<file path="config.mk">
export PLATFORM = sky130hd
export DESIGN_NAME = tanh_in_quant_4bit
export DESIGN_NICKNAME = d
export VERILOG_FILES = /design/src/rtl/tanh_in_quant_4bit.sv
export SDC_FILE = /design/constraint.sdc
export NUM_CORES = 1
export LEC_CHECK = 0
export BUFFER_PORTS_ARGS = -buffer_cell sky130_fd_sc_hd__buf_2
export CORE_MARGIN = 4
export CORE_UTILIZATION = 35
export DETAILED_ROUTE_END_ITERATION = 6
export MAX_ROUTING_LAYER = met4
export PLACE_DENSITY = 0.57
export SYNTH_ARGS = -nofsm -noshare
export SYNTH_HDL_FRONTEND = slang
export SYNTH_SLANG_ARGS = --single-unit
</file>
<file path="constraint.sdc">
create_clock -name clk -period 2.15 [get_ports clk]
set_input_delay 0.215 -clock clk [delete_from_list [all_inputs] [get_ports clk]]
set_output_delay 0.215 -clock clk [all_outputs]
set_load 0.005 [all_outputs]
</file>
<file path="src/rtl/tanh_in_quant_4bit.sv">
// Two-stage shift/saturate quantiser feeding a 4-bit tanh lookup; valid/ready on both sides.
// Optional build macro TANH_QUANT_ROUND_EN: round half up before the shift (default: truncate).
module tanh_in_quant_4bit #(
  parameter int IN_W  = 16,
  parameter int CNT_W = 8
) (
  input  logic             clk,
  input  logic             rst,
  input  logic             in_valid,
  output logic             in_ready,
  input  logic [IN_W-1:0]  in_data,
  input  logic [3:0]       shift,
  output logic             out_valid,
  input  logic             out_ready,
  output logic [3:0]       Out1,
  input  logic             sat_clr,
  output logic [CNT_W-1:0] sat_cnt
);

  localparam logic signed [IN_W:0] CODE_MAX = (IN_W+1)'(7);
  localparam logic signed [IN_W:0] CODE_MIN = -(IN_W+1)'(8);

  logic                   s1_valid;
  logic signed [IN_W:0]   s1_data;
  logic                   s2_valid;
  logic [3:0]             s2_code;
  logic                   s2_clip;

  logic                   s2_take;
  logic                   deliver;
  logic signed [IN_W:0]   ext;
  logic signed [IN_W:0]   s1_next;
  logic [3:0]             sat_code;
  logic                   sat_clip;

  // S2 can load when empty or when its current code leaves this cycle.
  assign s2_take   = !s2_valid | out_ready;
  assign in_ready  = !s1_valid | s2_take;
  assign deliver   = s2_valid & out_ready;
  assign out_valid = s2_valid;
  assign Out1      = s2_code;

  // One guard bit keeps the rounding increment from overflowing at the positive limit.
  always_comb begin
    ext = {in_data[IN_W-1], in_data};
`ifdef TANH_QUANT_ROUND_EN
    if (shift != 4'd0)
      ext = ext + ((IN_W+1)'(1) << (shift - 4'd1));
`endif
    s1_next = ext >>> shift;
  end

  always_comb begin
    sat_code = s1_data[3:0];
    sat_clip = 1'b0;
    if (s1_data > CODE_MAX) begin
      sat_code = 4'b0111;
      sat_clip = 1'b1;
    end else if (s1_data < CODE_MIN) begin
      sat_code = 4'b1000;
      sat_clip = 1'b1;
    end
  end

  always_ff @(posedge clk) begin
    if (rst) begin
      s1_valid <= 1'b0;
      s1_data  <= '0;
      s2_valid <= 1'b0;
      s2_code  <= '0;
      s2_clip  <= 1'b0;
    end else begin
      if (in_ready) begin
        s1_valid <= in_valid;
        if (in_valid)
          s1_data <= s1_next;
      end
      if (s2_take) begin
        s2_valid <= s1_valid;
        if (s1_valid) begin
          s2_code <= sat_code;
          s2_clip <= sat_clip;
        end
      end
    end
  end

  always_ff @(posedge clk) begin
    if (rst || sat_clr)
      sat_cnt <= '0;
    else if (deliver && s2_clip && (sat_cnt != '1))
      sat_cnt <= sat_cnt + 1'b1;
  end

endmodule
</file>
* Yosys cells after proc, flatten, opt, wreduce, memory -nomap -nowiden
Cells that the tools add are included.
** Storage, ports and cells
- Input port bits :: 25
- Memories kept :: 0
- Word-level logic and storage cells :: 25
- Memory bits (writable) :: 0
- Register bits after elaboration :: 32
- Latch bits :: 0
- ROM bits :: 0
** Cells by class
- Equality and inequality tests :: 1
- Order comparisons :: 2
- Reductions and logical operators :: 7
- Add/sub/neg operators :: 1
- Muxes and demuxes :: 4
- Shift-type cells :: 1
- Divide/modulo/power cells :: 0
- Bitwise gates (word level) :: 3
- Multipliers :: 0
** Operators by type and width (number)
- $gt A17 B4 Y1 const B :: 1
- $lt A17 B4 Y1 const B :: 1
- $sshr A16 B4 Y17 :: 1
- $add A8 B1 Y8 const B :: 1
- $mux W4 :: 2
- $ne A8 B8 Y1 const B :: 1
- $reduce_and A2 Y1 :: 2
- $logic_and A1 B1 Y1 :: 2
- $logic_not A1 Y1 :: 2
- $mux W1 :: 2
- $or A1 B1 Y1 :: 2
- $and A1 B1 Y1 :: 1
- $logic_or A1 B1 Y1 :: 1

* Logic depth before layout (Yosys ltp)
- Word-level depth :: 4
- Depth in mapped cells :: 6
- Mapped depth without buffers :: 5

* Worst setup path after synthesis
OpenSTA, ideal clock, no wires.
- Path type :: register -> register
- From :: register sat_cnt[0]
- To :: register sat_cnt[5]
- Arrival time :: 1.376 ns
- Data required time :: 2.020 ns
- Cell stages (with the launch flop) :: 5
- Period minus slack after synthesis :: 1.507 ns
- Slack :: 0.643 ns
- Path buffers :: 0
- Path through :: dfxtp_1 -> ha_1 -> a311oi_1 -> a31o_2 -> a21oi_1
** Between the ends
- Word-level cells in the longest chain between the ends :: 2
** RTL lines
- start: declaration :: RTL line 17 : output logic [CNT_W-1:0] sat_cnt
- start signal: assignment :: RTL line 92 : sat_cnt <= sat_cnt + 1'b1;
- parallel branches: the longest is 2 deep, another holds $add A8 B1 Y8
Several ways; the timed one is not identified.
A chain may end at the register's enable or synchronous reset.

* Final worst setup path
- From :: input port shift[1]
- To :: register s1_data[8]
** Between the ends
- Word-level cells in the longest chain between the ends :: 1
** RTL lines
- start: declaration :: RTL line 12 : input logic [3:0] shift,
- $sshr A16 B4 Y17 :: RTL line 50 : s1_next = ext >>> shift;
- end signal: assignment :: RTL line 76 : s1_data <= s1_next;
- end: declaration :: RTL line 24 : logic signed [IN_W:0] s1_data;
Every way passes these cells.

==> impl_metrics.py <==
metrics = {
    "floorplanning": {
        "ios": 39,
        "die_w_um": 84.41,
        "fp-row-count": 27,
        "initial_utilization": 0.3666,
        "chipHeight_um": 84.41,
        "dieArea_mm2": 0.007124,
        "core_area_mm2": 0.005574,
    },
    "critical_path": {
        "critPathRequiredTime_ns": 2.32,
        "critPathKind": "in2reg",
        "arrival_ns": 1.86,
        "crit_path_start_kind": "input pin",
        "cp_max_fo": 25,
        "endpoint_kind": "register",
    },
    "synth": {
        "synth_edf_count": 0,
        "synth_flop_cell": "dfxtp_1",
        "netlist_area_mm2": 0.002043,
        "synth.top_cells.by_area": "dfxtp_1 (30%), mux4_2 (9.9%), mux2i_1 (8.3%)",
        "ys_types": 52,
        "synthArstFlopShare": 0,
        "syn_avg_cell_area_um2": 9.162,
        "synth_nets": 249,
        "synth_top_area_frac": 0.3037,
        "synth_seq_area_share": 0.3037,
        "synth_largest_area_cell": "dfxtp_1",
        "yosys_warnings": 0,
        "netlist_instances": 223,
        "synth_seq_cells": 31,
    },
    "job": {
        "max_cap_violations": 0,
    },
    "global_route": {
        "globalRouteMet3Util": 0.02748,
        "use_met1": 0.1957,
        "grt_max_degree": 26,
        "top_usage_layer": "met2",
        "overflow": 0,
        "grt_pass1_wl_mm": 8.197,
        "antenna_found_initial": 0,
        "grt_pass1_vias": 1668,
        "met2_usage": 0.2217,
        "grtUsageTotal": 0.1449,
    },
    "detailed_routing": {
        "drcViolationCount": 0,
        "firstDrtPassIters": 5,
        "routed_wl_mm": 4.978,
        "wl_per_cell_um": 15.13,
        "num_vias": 1811,
        "detail-route-antenna-nets": 0,
        "drt_iter0_markers": 47,
        "via_per_inst": 5.505,
    },
    "layout": {
        "drive_gt1_frac": 0.2490,
        "regArea_um2": 620.6,
        "finish.net_count": 282,
        "fillers": 576,
        "multi_input_area_mm2": 0.001306,
        "areaGrowthSynthToFinish_pct": 15.74,
        "n_antenna_cell": 0,
    },
    "clock_network": {
        "cts_tree": "built",
        "clkTransAtPathRegs_ns": 0.06,
        "cts_setup_buffers": 0,
        "htree_levels": 2,
        "cts_made_buffers": 5,
        "cts_resized": 0,
        "insertion_delay_ns": 0.28,
        "clockBufferDepth": 2,
        "cts_sinks": 31,
        "cts_hold_buf": 0,
        "root_buffer": "clkbuf_8",
    },
    "worst_hold_path": {
        "hold_path.class": "in2reg",
    },
    "timing": {
        "skew_ns": 0.001843,
        "fmax_ghz": 0.5910,
        "max_slew_margin": 0.6423,
        "setup_viol": 0,
        "finalHoldWorstSlack_ns": 0.2227,
        "hold_viol": 0,
        "setup_ws_ns": 0.4579,
        "worstMarginPinSlew_ns": 0.5231,
        "slew_violations": 0,
        "period_needed_ns": 1.692,
        "fin_tns_setup_ns": 0,
        "fin_crit_sh": 0.7870,
        "rsz0062_at_grt": "no",
    },
    "place": {
        "hpwl_mm": 3.774,
        "pre_cts_ws_ns": 0.1803,
        "io_buffers": 38,
        "routabilityCongestion": 0.8745,
    },
    "power": {
        "max-vdd-ir-drop_mv": 0.2333,
        "p_leak_nw": 0.9645,
        "power.density_mw_per_mm2": 594.5,
    },
    "run_status": {
        "status": "finished, final reports clean",
    },
}
[cells in the mapped netlist, types with 2 or more instances]
library cell / n
a31oi_1: 3
nand3b_1: 4
mux2i_1: 17
a311oi_1: 4
nor2_1: 27
nand3_1: 6
o211a_1: 2
o31ai_1: 2
or4_1: 2
and2_1: 2
a21oi_1: 8
buf_4: 2
dfxtp_1: 31
mux4_1: 3
nor3_1: 3
a2111oi_0: 2
mux4_2: 9
a211oi_1: 2
nor2b_1: 4
a211o_1: 4
xnor2_1: 3
buf_2: 5
clkbuf_1: 5
nor4_1: 5
or2_2: 2
a32o_1: 2
a221oi_1: 4
a22o_1: 4
nand4_1: 4
inv_1: 10
nand2_1: 19
mux2_2: 3
[sequential cells by signal (all words and copies together), names as in the netlist]
name / count
out_valid: 1
s2_clip: 1
Out1: 4
s1_data: 16
sat_cnt: 8
s1_valid: 1
[critical path, stage by stage]
cell and delay [ns]:
buf_2 0.45, mux4_2 0.59, mux2i_1 0.28, o21ai_0 0.14, a22o_1 0.19
[per-stage QoR]
| step | util | power [mW] | cells | cell area (um^2) |
|---|---|---|---|---|
| 2_1_floorplan | - | 0.8377 | 223 | 2043 |
| 5_1_grt | 0.4242 | 1.483 | 329 | 2365 |
| 4_1_cts | 0.4242 | 1.424 | 329 | 2365 |
| 6_report | 0.4242 | 1.406 | 329 | 2365 |
| 3_5_place_dp | 0.4063 | 0.9200 | 321 | 2265 |
| 3_3_place_gp | 0.4063 | 0.9180 | 321 | 2265 |
[layout make-up]
cell class | instances | share of cell area
Multi-Input combinational cell | 167 | 0.5524
Sequential cell | 31 | 0.2624
Timing Repair Buffer | 40 | 0.08677
Clock buffer | 8 | 0.04233
Tap cell | 72 | 0.03810
Inverter | 11 | 0.01799
[cell usage in the layout, fill, tap and decap left out, types with 3 or more instances in the layout]
| cell | Yosys | final |
|---|---|---|
| nand3b_1 | 4 | 4 |
| nand4_1 | 4 | 4 |
| dfxtp_1 | 31 | 31 |
| a221oi_1 | 4 | 4 |
| a311oi_1 | 4 | 4 |
| buf_2 | 5 | 38 |
| inv_1 | 10 | 10 |
| nand3_1 | 6 | 6 |
| mux2i_1 | 17 | 17 |
| nand2_1 | 19 | 19 |
| nor2_1 | 27 | 27 |
| nor2b_1 | 4 | 4 |
| nor4_1 | 5 | 5 |
| a31oi_1 | 3 | 3 |
| a211o_1 | 4 | 4 |
| a21oi_1 | 8 | 8 |
| clkbuf_8 | 0 | 7 |
| mux4_1 | 3 | 3 |
| nor3_1 | 3 | 3 |
| xnor2_1 | 3 | 3 |
| mux2_2 | 3 | 3 |
| a22o_1 | 4 | 4 |
| mux4_2 | 9 | 9 |
[report_power, final]
group	internal, mW	total, mW	switching [mW]	leakage [nW]
clock network	0.292	0.498	0.207	0.0515
registers	0.608	0.631	0.0233	0.255
logic	0.128	0.276	0.148	0.659
total	1.03	1.41	0.378	0.965
[logic make-up (layout without fill, tap and decap cells)]
logic type / Yosys count / count (layout) / share of synthesized area
AOI/OAI and AO/OA: 48 / 48 / 0.1849
xor gates and xnor gates: 3 / 3 / 0.01286
adders and majority gates: 1 / 1 / 0.006123
buffers and inverters: 25 / 59 / 0.05694
DFF: 31 / 31 / 0.3037
muxes: 32 / 32 / 0.2376
and+or+nand+nor: 83 / 83 / 0.1978
[metal layers]
layer | wire length, um | vias to the layer above
li1 | - | 921
met3 | 234 | 2
met5 | 0 | -
met2 | 2304 | 48
met4 | 21 | 0
met1 | 2417 | 840
[final timing paths]
kind              startpoint    endpoint  slack (ns)  depth (start not counted)
setup / recovery    shift[1]  s1_data[8]        0.46                          5
hold / removal      in_valid    s1_valid        0.22                          3
setup reg to reg   out_valid  s1_data[1]        0.55                          4
hold reg to reg      Out1[1]     Out1[1]        0.47                          2
No activity file was read; power rests on OpenSTA's default activity.
